==> config.mk <==
export PLATFORM = sky130hd
export DESIGN_NAME = seg7_scan_ctrl_flat
export DESIGN_NICKNAME = d
export VERILOG_FILES = /design/src/rtl/seg7_scan_ctrl_if.sv /design/src/rtl/seg7_scan_ctrl.sv /design/src/flat_wrapper.sv
export SDC_FILE = /design/constraint.sdc
export NUM_CORES = 1
export LEC_CHECK = 0
export CAP_MARGIN = 20
export CORE_ASPECT_RATIO = 0.9
export CORE_MARGIN = 2
export CORE_UTILIZATION = 30
export DETAILED_ROUTE_END_ITERATION = 10
export PLACE_DENSITY_LB_ADDON = 0.12
export SLEW_MARGIN = 20
export SYNTH_ARGS = -nofsm -noshare
export SYNTH_HDL_FRONTEND = slang
export SYNTH_SLANG_ARGS = --single-unit
==> constraint.sdc <==
create_clock -name clk -period 2.11 [get_ports clk]
set_input_delay 0.633 -clock clk [delete_from_list [all_inputs] [get_ports clk]]
set_output_delay 0.633 -clock clk [all_outputs]
set_load 0.01 [all_outputs]
==> src/rtl/seg7_scan_ctrl_if.sv <==
// seg7_scan_ctrl_if: digit-write handshake into the scan controller's digit registers.
interface seg7_scan_ctrl_if #(parameter int NUM_DIGITS = 4);
  logic                          wr_valid;
  logic                          wr_ready;
  logic [$clog2(NUM_DIGITS)-1:0] wr_digit;
  logic [3:0]                    wr_value;
  modport master (output wr_valid, wr_digit, wr_value, input wr_ready);
  modport slave  (input wr_valid, wr_digit, wr_value, output wr_ready);
endinterface

==> src/rtl/seg7_scan_ctrl.sv <==
// seg7_scan_ctrl: multiplexed 7-segment scanner with per-slot duty dimming and leading-zero blanking.
module seg7_scan_ctrl #(
  parameter int NUM_DIGITS = 4,
  parameter int TICK_DIV   = 1000
) (
  input  logic                  clk,
  input  logic                  rst_n,
  seg7_scan_ctrl_if.slave       wr,
  input  logic                  enable,
  input  logic                  blank_lz,
  input  logic [2:0]            duty,
  output logic [3:0]            seg_code,
  output logic                  seg_blank,
  output logic [NUM_DIGITS-1:0] digit_en,
  output logic                  frame_done
);
  localparam int IW = $clog2(NUM_DIGITS);
  localparam int PW = TICK_DIV > 1 ? $clog2(TICK_DIV) : 1;
  typedef enum logic [1:0] {SHOW, GAP, ADV} state_t;
  state_t                       state_q, state_d;
  logic [PW-1:0]                psc_q, psc_d;
  logic [2:0]                   phase_q, phase_d;
  logic [IW-1:0]                idx_q, idx_d;
  logic                         en_q;
  logic [NUM_DIGITS-1:0][3:0]   dig_q, dig_d;
  logic [NUM_DIGITS-1:0]        blank_v;
  logic                         all_zero;
  logic                         tick;
  logic [NUM_DIGITS-1:0]        digit_en_d;
  logic [3:0]                   seg_code_d;
  logic                         seg_blank_d, frame_done_d;
  assign wr.wr_ready = state_q != ADV;
  assign tick = psc_q == PW'(TICK_DIV - 1);
  always_comb begin
    dig_d = dig_q;
    for (int i = 0; i < NUM_DIGITS; i++)
      if (wr.wr_valid && state_q != ADV && wr.wr_digit == IW'(i)) dig_d[i] = wr.wr_value;
    all_zero = 1'b1;
    blank_v  = '0;
    for (int i = NUM_DIGITS - 1; i > 0; i--) begin
      all_zero   = all_zero && dig_q[i] == 4'd0;
      blank_v[i] = all_zero;
    end
    state_d = state_q;
    psc_d   = psc_q;
    phase_d = phase_q;
    idx_d   = idx_q;
    if (!enable) begin
      state_d = SHOW;
      psc_d   = '0;
      phase_d = '0;
      idx_d   = '0;
    end else if (en_q) begin
      // the first enabled cycle holds counters at zero so every slot runs its full length
      psc_d   = tick ? '0 : psc_q + PW'(1);
      phase_d = phase_q + {2'b0, tick};
      if (state_q == ADV) begin
        state_d = SHOW;
        psc_d   = '0;
        phase_d = '0;
        idx_d   = idx_q == IW'(NUM_DIGITS - 1) ? '0 : idx_q + IW'(1);
      end else if (tick && phase_q == 3'd7) state_d = ADV;
      else if (tick && state_q == SHOW && phase_q == duty) state_d = GAP;
    end
    digit_en_d   = (enable && state_d == SHOW) ? NUM_DIGITS'(1) << idx_d : '0;
    seg_code_d   = dig_q[idx_d];
    seg_blank_d  = blank_lz && blank_v[idx_d];
    frame_done_d = state_d == ADV && idx_q == IW'(NUM_DIGITS - 1);
  end
  always_ff @(posedge clk or negedge rst_n) begin
    if (!rst_n) begin
      state_q      <= SHOW;
      psc_q        <= '0;
      phase_q      <= '0;
      idx_q        <= '0;
      en_q         <= 1'b0;
      dig_q        <= '0;
      digit_en     <= '0;
      seg_code     <= '0;
      seg_blank    <= 1'b0;
      frame_done   <= 1'b0;
    end else begin
      state_q      <= state_d;
      psc_q        <= psc_d;
      phase_q      <= phase_d;
      idx_q        <= idx_d;
      en_q         <= enable;
      dig_q        <= dig_d;
      digit_en     <= digit_en_d;
      seg_code     <= seg_code_d;
      seg_blank    <= seg_blank_d;
      frame_done   <= frame_done_d;
    end
  end
endmodule

==> src/flat_wrapper.sv <==
// flat-port wrapper written by rule: the top's interface ports become plain ports
module seg7_scan_ctrl_flat 
#(
  parameter int NUM_DIGITS = 4,
  parameter int TICK_DIV   = 1000
)
  (clk, rst_n, enable, blank_lz, duty, seg_code, seg_blank, digit_en, frame_done, wr_wr_valid, wr_wr_digit, wr_wr_value, wr_wr_ready);
  seg7_scan_ctrl_if #(.NUM_DIGITS(NUM_DIGITS)) wr_i ();
  input  logic clk;
  input  logic rst_n;
  input  logic enable;
  input  logic blank_lz;
  input  logic [2:0] duty;
  output logic [3:0] seg_code;
  output logic seg_blank;
  output logic [NUM_DIGITS-1:0] digit_en;
  output logic frame_done;
  input wire logic [$bits(wr_i.wr_valid)-1:0] wr_wr_valid;
  input wire logic [$bits(wr_i.wr_digit)-1:0] wr_wr_digit;
  input wire logic [$bits(wr_i.wr_value)-1:0] wr_wr_value;
  output wire logic [$bits(wr_i.wr_ready)-1:0] wr_wr_ready;
  assign wr_i.wr_valid = wr_wr_valid;
  assign wr_i.wr_digit = wr_wr_digit;
  assign wr_i.wr_value = wr_wr_value;
  assign wr_wr_ready = wr_i.wr_ready;
  seg7_scan_ctrl #(.NUM_DIGITS(NUM_DIGITS), .TICK_DIV(TICK_DIV)) u_core (.clk(clk), .rst_n(rst_n), .wr(wr_i), .enable(enable), .blank_lz(blank_lz), .duty(duty), .seg_code(seg_code), .seg_blank(seg_blank), .digit_en(digit_en), .frame_done(frame_done));
endmodule
==> out/results.txt <==
Status: complete, no violations
Clock-pin slew on the worst setup and hold paths: 0.09 ns
Commonest non-fill, non-tap cells in the layout: dfrtp_1, clkdlybuf4s50_1, mux2_2, nand2_1, buf_4
Skew-Pair Late Insertion Delay: 0.30 ns
Reg2reg path depth: 8
Final worst path period need: 2.01 ns
Most common cell after layout, fill and taps aside: dfrtp_1
CP endpoint kind: output pin
Post-CTS Hold Fix Bufs: 0
Die height: 83.8 um
Ant diodes: 0
Clock skew: 0.0119 ns
Critical path peak fanout: 4
Slew headroom: 66.6%
CTS resizes: 0
Fmax: 0.497 GHz
PwrDens: 722 mW/mm^2
WS Path Type: flip-flop to output pin
Reg2reg end: u_core.phase_q[2]
Initial antenna violation count: 0
Die ar.: 0.00776 sq mm
Yosys warnings: 0
Crit share post-route: 95.3%
Bufs and invs on worst path: 1
Avg Vias per Cell: 4.87
Post-DP Area: 0.00254 sq mm
Syn Inst Count: 178
CTS tree: built
Die width: 92.6 um
Synth top area share: 51.9%
First-pass GRT wire length: 7870 um
Worst r2r src: u_core.psc_q[0]
Final Hold Viols: 0
Largest net degree at the start of global routing: 22
Setup violations, final: 0
Remaining DRCs: 0
Cell area after layout: 0.00266 sq mm
Mean Syn Cell Area: 11.9 sq um
Cell Chain, Critical Path: nand2b_1 -> clkdlybuf4s50_1
CP max stage delay: 0.54 ns
Routability Congestion: 0.785
CTS H-Tree Depth: 2
Flop-to-flop setup slack: 0.24 ns
Core Area: 0.00697 sq mm
Post-CTS setup buffer count: 0
Hold Slack: 0.293 ns
Met2 Track Usage GR: 20.2%
Max-slew violations: 0
DRC marker count from the first detailed-route iteration: 60
Worst hold path class: input pin to asynchronous set/reset pin
Max cap viols: 0
1st-pass router iterations: 4
Syn_nets: 196
Seq/Total Area, Yosys: 51.9%
Post-Route WL: 4660 um
WP data required: 1.48 ns
Synth Cell Area: 0.00212 sq mm
Startpoint Class: flip-flop
Top cells by area, synth: dfrtp_1, mux2_2, mux2i_1
Port Buffer Count: 24
Number of global-route vias before repair: 1,561
Post-DP HPWL: 3580 um
Pwr Total: 1920 uW
Initial Utilization: 30.4%
Clock Tree Root: clkbuf_8
Slowest-stage cell, CP: clkdlybuf4s50_1
Rows: 29
Delay-heaviest family, CP: buffers and inverters
Met1 usage: 17.7%
Antenna Violating Nets Remaining: 0
Share of cells above drive strength 1: 23.9%
WL/cell: 15.0 um
Deepest clock path buffer count: 2
Post-route setup TNS: 0 ns
Synth Register Bits: 44
Total CTS buffers: 5
Worst Path Arrival: 1.38 ns
Cell taking the most area after synthesis: dfrtp_1
Via Count: 1,514
GRT Max-Usage Layer: met2
Leak: 0.00122 uW
GRT Residual Overflow: 0
Routing usage on met3: 3.61%
Layout area overhead: 25.4%
Sink Count: 44
# IOs: 25
RSZ-0062 raised after global routing: no
Nets: 235
Worst-margin pin slew: 0.501 ns
Distinct cells, synth: 43
GRT Total Usage: 13.0%
VDD IR max: 258 uV
==> report_power, final <==
group	total (uW)	switching (uW)	leakage (uW)	internal, uW
clock network	686	298	0.0000614	387
registers	986	61.4	0.000565	924
logic	248	108	0.000590	140
total	1920	468	0.00122	1450
==> synth_stat cells, drive strengths merged <==
cell type and number:
xor2 7, a31oi 3, o2bb2ai 1, nand3b 1, nor4 8, a21o 1, mux2i 12, and2 2
mux2 19, dfrtp 44, o21a 1, o21ai 9, ha 4, a21oi 2, clkbuf 2, nor4b 1
nand4 6, nand3 9, a22o 1, and2b 1, and3 1, nand4bb 1, nor2 12, buf 3
nand2b 2, nand4b 1, nor3 5, inv 3, nand2 16
==> cell type report <==
cell class	instances	area, sq um
Fill cell	690	4310
Sequential cell	44	1100
Multi-Input combinational cell	126	976
Timing Repair Buffer	37	333
Tap cell	93	116
Clock buffer	6	82.6
Clock inverter	2	38.8
Inverter	3	11.3
==> state kept, by name, summed over array words and instances, names as in the netlist, 2 cells and up <==
name	count
u_core.dig_q	16
u_core.psc_q	10
u_core.digit_en	4
u_core.seg_code	4
u_core.phase_q	3
u_core.idx_q	2
u_core.state_q	2
==> metal layers <==
metal	vias up	wire [um]
met5	-	0
met2	34	2200
li1	718	-
met4	0	53
met1	757	2190
met3	5	210
==> logic make-up after synthesis <==
logic type,share of synthesized area (%)
muxes,15.9
adders and majority gates,2.36
and+or+nand+nor,19.5
AOI/OAI and AO/OA,5.31
buffers and inverters,2.06
xor gates and xnor gates,2.89
DFF,51.9
==> how the worst max path moves through the flow <==
stage / cells after the start / slack, ns / to / start
global route: 2 / 0.02 / wr_wr_ready / u_core.state_q[1]
detailed placement: 6 / -0.14 / u_core.digit_en[1] / duty[2]
CTS: 2 / 0.06 / wr_wr_ready / u_core.state_q[1]
floorplan: 7 / 0.37 / u_core.psc_q[7] / enable
global placement: 6 / -0.11 / u_core.digit_en[2] / duty[2]
finish: 2 / 0.1 / wr_wr_ready / u_core.state_q[1]
==> worst register-to-register path, stage by stage, from the launching register on <==
cell	delay [ns]
dfrtp_1	0.45
ha_1	0.25
nand4bb_4	0.16
nor3_4	0.28
ha_1	0.21
ha_1	0.17
o21ai_0	0.11
nand2_1	0.07
o21ai_0	0.07
==> metrics by stage <==
stage | worst slack [ns] | utilization [%] | instances
floorplan | 0.370 | - | 178
global placement | -0.111 | 36.4 | 303
detailed placement | -0.136 | 36.4 | 303
CTS | 0.0630 | 38.2 | 311
global route | 0.0169 | 38.2 | 311
finish | 0.0995 | 38.2 | 311
Note: power is estimated with default switching activity, not from simulation.
